[config.mk]
export PLATFORM = sky130hd
export DESIGN_NAME = mult32_accum_stage_flat
export DESIGN_NICKNAME = d
export VERILOG_FILES = /design/src/rtl/mult32_accum_stage_pkg.sv /design/src/rtl/mult32_accum_stage_if.sv /design/src/rtl/mult32_accum_stage_add64.sv /design/src/rtl/mult32_accum_stage.sv /design/src/flat_wrapper.sv
export SDC_FILE = /design/constraint.sdc
export NUM_CORES = 1
export LEC_CHECK = 0
export CORE_ASPECT_RATIO = 2
export CORE_MARGIN = 1.5
export CORE_UTILIZATION = 40
export CTS_CLUSTER_SIZE = 40
export DETAILED_ROUTE_END_ITERATION = 8
export PLACE_DENSITY = 0.72
export SLEW_MARGIN = 15
export SYNTH_ARGS = -nofsm -noshare
export SYNTH_HDL_FRONTEND = slang
export SYNTH_SLANG_ARGS = --single-unit
[constraint.sdc]
create_clock -name clk -period 4.15 [get_ports clk]
set_input_delay 0.83 -clock clk [delete_from_list [all_inputs] [get_ports clk]]
set_output_delay 0.83 -clock clk [all_outputs]
set_load 0.005 [all_outputs]
[src/rtl/mult32_accum_stage_pkg.sv]
// Shared widths, frame-length limit and FSM state encoding for the multiply-accumulate stage.
package mult32_accum_stage_pkg;

   localparam int DEF_W         = 64;
   localparam int DEF_MAX_TERMS = 1024;
   localparam int DEF_CNT_W     = 11;

   typedef enum logic [1:0] {
      ST_IDLE  = 2'd0,
      ST_ACCUM = 2'd1,
      ST_HOLD  = 2'd2
   } state_t;

endpackage

[src/rtl/mult32_accum_stage_if.sv]
// Product-in and result-out handshake bundle; slave is the accumulator stage, master drives it.
interface mult32_accum_stage_if #(
   parameter int W     = 64,
   parameter int CNT_W = 11
) ();

   logic [W-1:0]     prod_i;
   logic             prod_valid_i;
   logic             prod_last_i;
   logic             prod_ready_o;
   logic [W-1:0]     sum_o;
   logic             sum_valid_o;
   logic             sum_ready_i;
   logic [CNT_W-1:0] term_cnt_o;
   logic             ovf_o;
   logic             trunc_o;

   modport slave (
      input  prod_i, prod_valid_i, prod_last_i, sum_ready_i,
      output prod_ready_o, sum_o, sum_valid_o, term_cnt_o, ovf_o, trunc_o
   );

   modport master (
      output prod_i, prod_valid_i, prod_last_i, sum_ready_i,
      input  prod_ready_o, sum_o, sum_valid_o, term_cnt_o, ovf_o, trunc_o
   );

endinterface

[src/rtl/mult32_accum_stage_add64.sv]
// Unsigned adder with explicit carry-out; the carry feeds the sticky overflow flag.
module mult32_accum_stage_add64 #(
   parameter int W = 64
) (
   input  logic [W-1:0] a_i,
   input  logic [W-1:0] b_i,
   output logic [W-1:0] sum_o,
   output logic         carry_o
);

   assign {carry_o, sum_o} = {1'b0, a_i} + {1'b0, b_i};

endmodule

[src/rtl/mult32_accum_stage.sv]
// Accumulates a frame of products into a sum and presents it on a valid/ready result port.
//
// state    | meaning
// ---------+-------------------------------------------------------------
// ST_IDLE  | no frame open; next accepted product starts a frame
// ST_ACCUM | frame open; products added into the accumulator
// ST_HOLD  | frame closed; result held on the output until transferred
module mult32_accum_stage
   import mult32_accum_stage_pkg::*;
#(
   parameter int W         = DEF_W,
   parameter int MAX_TERMS = DEF_MAX_TERMS,
   parameter int CNT_W     = DEF_CNT_W
) (
   input  logic                     clk,
   input  logic                     rst,
   input  logic                     clear_i,
   mult32_accum_stage_if.slave      io
);

   localparam logic [CNT_W-1:0] CNT_ONE = CNT_W'(1);
   localparam logic [CNT_W-1:0] CNT_MAX = CNT_W'(MAX_TERMS);

   state_t           state_q, state_d;
   logic [W-1:0]     acc_q, acc_d;
   logic [CNT_W-1:0] cnt_q, cnt_d;
   logic             ovf_q, ovf_d;
   logic             trunc_q, trunc_d;

   logic [W-1:0]     add_sum;
   logic             add_carry;
   logic [CNT_W-1:0] cnt_inc;
   logic             accept;
   logic             xfer;
   logic             start;

   mult32_accum_stage_add64 #(.W(W)) u_add (
      .a_i     (acc_q),
      .b_i     (io.prod_i),
      .sum_o   (add_sum),
      .carry_o (add_carry)
   );

   // HOLD is the only buffer, so a new product may enter only as the held result leaves.
   assign io.prod_ready_o = (state_q != ST_HOLD) || io.sum_ready_i;
   assign io.sum_valid_o  = (state_q == ST_HOLD);
   assign io.sum_o        = acc_q;
   assign io.term_cnt_o   = cnt_q;
   assign io.ovf_o        = ovf_q;
   assign io.trunc_o      = trunc_q;

   assign accept  = io.prod_valid_i && io.prod_ready_o;
   assign xfer    = io.sum_valid_o && io.sum_ready_i;
   assign cnt_inc = cnt_q + CNT_ONE;
   assign start   = accept && ((state_q == ST_IDLE) || ((state_q == ST_HOLD) && xfer));

   always_comb begin
      state_d = state_q;
      acc_d   = acc_q;
      cnt_d   = cnt_q;
      ovf_d   = ovf_q;
      trunc_d = trunc_q;
      if (clear_i) begin
         state_d = ST_IDLE;
         acc_d   = '0;
         cnt_d   = '0;
         ovf_d   = 1'b0;
         trunc_d = 1'b0;
      end else if (start) begin
         acc_d   = io.prod_i;
         cnt_d   = CNT_ONE;
         ovf_d   = 1'b0;
         trunc_d = !io.prod_last_i && (CNT_ONE == CNT_MAX);
         state_d = (io.prod_last_i || (CNT_ONE == CNT_MAX)) ? ST_HOLD : ST_ACCUM;
      end else if ((state_q == ST_ACCUM) && accept) begin
         acc_d = add_sum;
         cnt_d = cnt_inc;
         ovf_d = ovf_q | add_carry;
         if (io.prod_last_i) begin
            state_d = ST_HOLD;
         end else if (cnt_inc == CNT_MAX) begin
            state_d = ST_HOLD;
            trunc_d = 1'b1;
         end
      end else if ((state_q == ST_HOLD) && xfer) begin
         state_d = ST_IDLE;
      end else if ((state_q != ST_IDLE) && (state_q != ST_ACCUM) && (state_q != ST_HOLD)) begin
         state_d = ST_IDLE;
      end
   end

   always_ff @(posedge clk or posedge rst) begin
      if (rst) begin
         state_q <= ST_IDLE;
         acc_q   <= '0;
         cnt_q   <= '0;
         ovf_q   <= 1'b0;
         trunc_q <= 1'b0;
      end else begin
         state_q <= state_d;
         acc_q   <= acc_d;
         cnt_q   <= cnt_d;
         ovf_q   <= ovf_d;
         trunc_q <= trunc_d;
      end
   end

endmodule

[src/flat_wrapper.sv]
// flat-port wrapper written by rule: the top's interface ports become plain ports
module mult32_accum_stage_flat import mult32_accum_stage_pkg::*;
#(
   parameter int W         = DEF_W,
   parameter int MAX_TERMS = DEF_MAX_TERMS,
   parameter int CNT_W     = DEF_CNT_W
)
  (clk, rst, clear_i, io_prod_i, io_prod_valid_i, io_prod_last_i, io_sum_ready_i, io_prod_ready_o, io_sum_o, io_sum_valid_o, io_term_cnt_o, io_ovf_o, io_trunc_o);
  mult32_accum_stage_if #(.W(W), .CNT_W(CNT_W)) io_i ();
  input  logic clk;
  input  logic rst;
  input  logic clear_i;
  input wire logic [$bits(io_i.prod_i)-1:0] io_prod_i;
  input wire logic [$bits(io_i.prod_valid_i)-1:0] io_prod_valid_i;
  input wire logic [$bits(io_i.prod_last_i)-1:0] io_prod_last_i;
  input wire logic [$bits(io_i.sum_ready_i)-1:0] io_sum_ready_i;
  output wire logic [$bits(io_i.prod_ready_o)-1:0] io_prod_ready_o;
  output wire logic [$bits(io_i.sum_o)-1:0] io_sum_o;
  output wire logic [$bits(io_i.sum_valid_o)-1:0] io_sum_valid_o;
  output wire logic [$bits(io_i.term_cnt_o)-1:0] io_term_cnt_o;
  output wire logic [$bits(io_i.ovf_o)-1:0] io_ovf_o;
  output wire logic [$bits(io_i.trunc_o)-1:0] io_trunc_o;
  assign io_i.prod_i = io_prod_i;
  assign io_i.prod_valid_i = io_prod_valid_i;
  assign io_i.prod_last_i = io_prod_last_i;
  assign io_i.sum_ready_i = io_sum_ready_i;
  assign io_prod_ready_o = io_i.prod_ready_o;
  assign io_sum_o = io_i.sum_o;
  assign io_sum_valid_o = io_i.sum_valid_o;
  assign io_term_cnt_o = io_i.term_cnt_o;
  assign io_ovf_o = io_i.ovf_o;
  assign io_trunc_o = io_i.trunc_o;
  mult32_accum_stage #(.W(W), .MAX_TERMS(MAX_TERMS), .CNT_W(CNT_W)) u_core (.clk(clk), .rst(rst), .clear_i(clear_i), .io(io_i));
endmodule
== Yosys cells after proc, flatten, opt, wreduce, memory -nomap -nowiden ==
Cells that the tools add are included.
Storage, ports and cells
  bits in registers: 79
  input port bits: 70
  word-level logic and storage cells: 53
  output and inout bits: 79
Cells by class
  reductions and logical operators: 16
  equality and inequality tests: 7
  mux-type cells: 22
  add/subtract/negate cells: 2
  bitwise gates (word level): 1
Operators by type and width (count)
  64-bit 2-to-1 mux: 3
  64-bit by 64-bit adder with 65-bit output: 1
  11-bit 2-to-1 mux: 3
  2-bit 2-to-1 mux: 8
  11-bit by 1-bit adder with 11-bit output, second input constant: 1
  11-bit == test, second input constant: 1
  1-bit 2-to-1 mux: 8
  1-bit logical AND: 7
  3-bit nonzero test: 2
  5-bit by 4-bit != test with 1-bit output, second input constant: 1
  5-bit nonzero test: 1
  3-bit by 2-bit != test with 1-bit output, second input constant: 1
  3-bit AND reduction: 1
  2-bit by 1-bit == test with 1-bit output, second input constant: 1
  2-bit == test, second input constant: 1
  2-bit zero test: 1
  1-bit logical OR: 2
  2-bit by 1-bit != test with 1-bit output, second input constant: 1
  2-bit != test, second input constant: 1
  2-bit AND reduction: 1
  2-bit nonzero test: 1
  1-bit bitwise OR: 1

== Depth between registers and ports, before layout ==
Gate-level depths: netlist (run 1).
  depth after elaboration: 8
  mapped depth: 12
  gate-level depth less buffers: 12

== Cells and area by module ==
From an unflattened synthesis (run 1), not the netlist that was laid out.
Unflattened totals
  cell total of the unflattened synthesis: 1021
  area total of the unflattened synthesis: 8049.0 um2
By module, submodules not included
  mult32_accum_stage: cells an instance 445, instances 1, area an instance 4060.1 um2
  mult32_accum_stage_add64: cells an instance 576, instances 1, area an instance 3988.8 um2

== Worst setup path after synthesis (run 1) ==
No wires, ideal clock.
  kind: input to register
  start: in io_prod_i[0]
  end: reg u_core.acc_q[50] (netlist: u_core.io.sum_o[50])
  stages: 12
  arrival: 3.214 ns
  setup time: 0.135 ns
  path buffers: 0
  setup slack: 0.801 ns
  cell sequence: ha_1 -> fa_1 -> a211oi_1 -> nor2_1 -> o211a_1 -> o2111ai_1 -> a2bb2oi_2 -> a31oi_1 -> o31ai_2 -> a21oi_1 -> xor2_1 -> o21ai_0
On the way
  word-level cells in the longest chain between the ends: 4
RTL lines
  start: declaration: RTL line flat_wrapper.sv:13  | input wire logic [$bits(io_i.prod_i)-1:0] io_prod_i;
  64-bit by 64-bit adder with 65-bit output: RTL line mult32_accum_stage_add64.sv:11  | assign {carry_o, sum_o} = {1'b0, a_i} + {1'b0, b_i};
  64-bit 2-to-1 mux: RTL line mult32_accum_stage.sv:75  | end else if ((state_q == ST_ACCUM) && accept) begin
  64-bit 2-to-1 mux: RTL line mult32_accum_stage.sv:69  | end else if (start) begin
  64-bit 2-to-1 mux: RTL line mult32_accum_stage.sv:63  | if (clear_i) begin
  end signal: assignment: RTL line mult32_accum_stage.sv:95  | acc_q <= '0;
  end signal: assignment: RTL line mult32_accum_stage.sv:101  | acc_q <= acc_d;
  end: declaration: RTL line mult32_accum_stage.sv:25  | logic [W-1:0] acc_q, acc_d;
No other way between the ends. The select of a mux whose other input is x is not followed.
A chain may end at the register's enable or synchronous reset.

== Final worst setup path (run 1) ==
  start: in io_prod_i[0]
  end: reg u_core.acc_q[48] (netlist: u_core.io.sum_o[48])
The elaborated chain is that of the path after synthesis.

==> results of run 1 <==
==> stage by stage <==
stage / instance area, sq um / util, % / setup slack, ps / hold WS (ps) / total power (uW)
floorplan: 7431 / - / 801.1 / 490.6 / 1636
global placement: 9304 / 51.07 / 113.1 / 521.4 / 2124
detailed placement: 9304 / 51.07 / 75.76 / 535.8 / 2133
CTS: 9625 / 52.84 / 432.7 / 555.8 / 3035
global route: 9625 / 52.84 / 203.3 / 572.8 / 3200
finish: 9625 / 52.84 / 428.5 / 552.1 / 3026
==> per-layer routing <==
layer  GRT usage, %  share of wire, %  up-vias
met5              0                 0        -
met4          21.13               8.1        0
met3          3.171               4.0      115
met2          52.74                54      283
met1          27.35                34     3786
li1               -                 -     3790
==> state kept, by name, indices dropped and copies added (netlist names) <==
signal and count:
u_core.io.sum_o 64, u_core.io.term_cnt_o 11, u_core.state_q 2, u_core.io.ovf_o 1, u_core.io.trunc_o 1
==> cells by family after synthesis <==
group,Yosys count
flops,79
mux,2
simple gates,292
compound gates,362
xor+xnor,67
buf+inv,75
fa+ha+maj,66
==> layout by cell type (no fill, tap or decap), types with 10 or more instances in the layout <==
cell / count
a211oi_1: 10
xnor2_1: 30
a311oi_1: 18
ha_1: 65
a21oi_1: 98
xor2_1: 37
a22oi_1: 28
o21bai_1: 13
nand4_1: 26
buf_4: 41
o21ai_0: 68
o21ai_1: 18
nor3_1: 14
nor2_1: 78
nand3_1: 10
inv_1: 20
clkdlybuf4s50_1: 147
nand2_1: 116
dfrtp_1: 79
a21o_1: 27
==> critical path, cell delays in order <==
cell and delay, ps:
clkdlybuf4s50_1 450, ha_1 240, fa_1 430, a211oi_1 270, nor2_1 130, o211a_1 250, nor2_2 210, o41ai_4 130
a31oi_1 260, buf_4 170, o31a_1 240, o21bai_2 110, xnor2_1 150, o21ai_1 70
==> where the power goes <==
group | switching [uW] | internal [uW] | total, uW
Combinational | 690 | 555 | 1250
Sequential | 59.3 | 828 | 887
Clock | 364 | 530 | 893
==> cell type report <==
type                    instances  area, sq um  area share (%)
well taps                     216        270.3           2.808
repair buffers                190         1804           18.74
inverters                      21        80.08          0.8319
clock inverters                 7        96.34           1.001
multi-input cells             789         5172           53.74
flip-flops and latches         79         1977           20.54
clock buffers                   9        225.2           2.340
==> worst min path at each step <==
stage                        startpoint                   to  slack (ps)  depth (start not counted)
detailed placement  u_core.io.sum_o[57]  u_core.io.sum_o[57]         540                          2
CTS                 u_core.io.sum_o[43]  u_core.io.sum_o[43]         560                          2
global placement    u_core.io.sum_o[57]  u_core.io.sum_o[57]         520                          2
global route        u_core.io.sum_o[57]  u_core.io.sum_o[57]         570                          2
finish              u_core.io.sum_o[59]  u_core.io.sum_o[59]         550                          2
floorplan             u_core.io.trunc_o    u_core.io.trunc_o         490                          2
==> impl_metrics.ini, run 1 <==
[sta]
maxSlewHeadroom_pct = 55.76
fin_crit_sh_pct = 89.67
finalHoldViolations = 0
report.final.slew_viol_count = 0
rsz0062_at_grt = no
fmax_mhz = 268.7
period_needed_ps = 3721
clock_skew_ps = 8.790
setup_tns_ps = 0
setup_viol = 0
tightest_slew_ps = 661.2

[detailed_routing]
drt-initial-drc-count = 428
post-route-drc-count = 0
wire_per_inst_um = 20.54
detail-route-antenna-nets = 0
viasPerCell = 6.082
wirelength_um = 26930
vias = 7974
drt_pass1_iterations = 5

[floorplanning]
coreArea_sq_um = 18220
fp.dieW_um = 99.38
ios = 149
rows = 70
initial_core_util_pct = 40.79
die_h_um = 195.8
die_area_sq_um = 19450

[worst_setup_path]
crit_fanout = 3
critPathKind = input pin to register
r2r_start = u_core.io.sum_o[0]
cp-startpoint = io_prod_i[0]
critPathCapture = u_core.io.sum_o[48]
cp-end-kind = register
arrival_ps = 3950
worstPathRequired_ps = 4380
ff2ff_setup_slack_ps = 940
start_kind = input pin
reg2reg_to = u_core.io.sum_o[48]
reg2reg_depth = 13

[cells_and_area]
drive_gt1_share_pct = 7.397
fin_cells = 1311
areaGrowthSynthToFinish_pct = 29.53
final_nets = 1226
n_antenna_cell = 0
final.fill_count = 1782

[logic_synthesis]
yosysWarnings = 0
synth_edf_count = 0
synth_area_per_cell_sq_um = 7.880
synthMuxAreaShare_pct = 0.2694
yosysMostFrequentCell = nand2_1
synth_flop_cell = dfrtp_1
synth_top_family_by_area = compound AO/OA/AOI/OAI gates
syn_inst = 943
synth.largest_area_cell = dfrtp_1
synth_common_cells = nand2_1 (116), a21oi_1 (98), dfrtp_1 (79), nor2_1 (79), o21ai_0 (68)
seq_area_frac_synth_pct = 26.60
synth_nets = 1079
synthXorXnorAreaFrac_pct = 7.897
yosys_register_bits = 79
synthTopCellsByArea = dfrtp_1 (27%), ha_1 (11%), a21oi_1 (6.6%)
synth_compound_area_share_pct = 32.16
synth-adder-area-share_pct = 11.21
syn_area_sq_um = 7431
synth_simple_gate_area_share_pct = 17.97
synth_cell_types = 72
synthDominantCellAreaShare_pct = 26.60
synthArstFlopShare_pct = 100.0

[clocking]
clkTransAtPathRegs_ps = 60
root_buffer = clkbuf_16
cts.sinks = 79
cts_tree = built
cts_setup_buffers = 0
worstSkewPairLatency_ps = 350
cts_max_path_buffers = 2
hold_buffers = 0
cts_resized = 0
htree_levels = 3
cts_buffers = 9

[status]
status = completed

[power]
p_per_area_nw_per_um2 = 314.4
vdd_ir_drop_max_mv = 0.1615
p_leak_uw = 0.004141

[place]
place_hpwl_um = 21250
port_buffers = 148
place.gp.congestion = 1.015
numPlacedInstances = 1295

[global_route]
gr-total-overflow = 0
grt_max_degree = 80
antenna_found_initial = 0
track_usage_pct = 28.09
grt_pass1_vias = 8323
grt_pass1_wl_um = 42710

[hold_path]
hold_path_class = register to register

[job]
drv_cap = 0
No activity file was read; power rests on OpenSTA's default activity.
==> run 2: changes to the inputs <==
- SKIP_CTS_REPAIR_TIMING: default -> 1
==> results of run 2 <==
The final DEF is identical to that of run 1; final timing and power are the same.
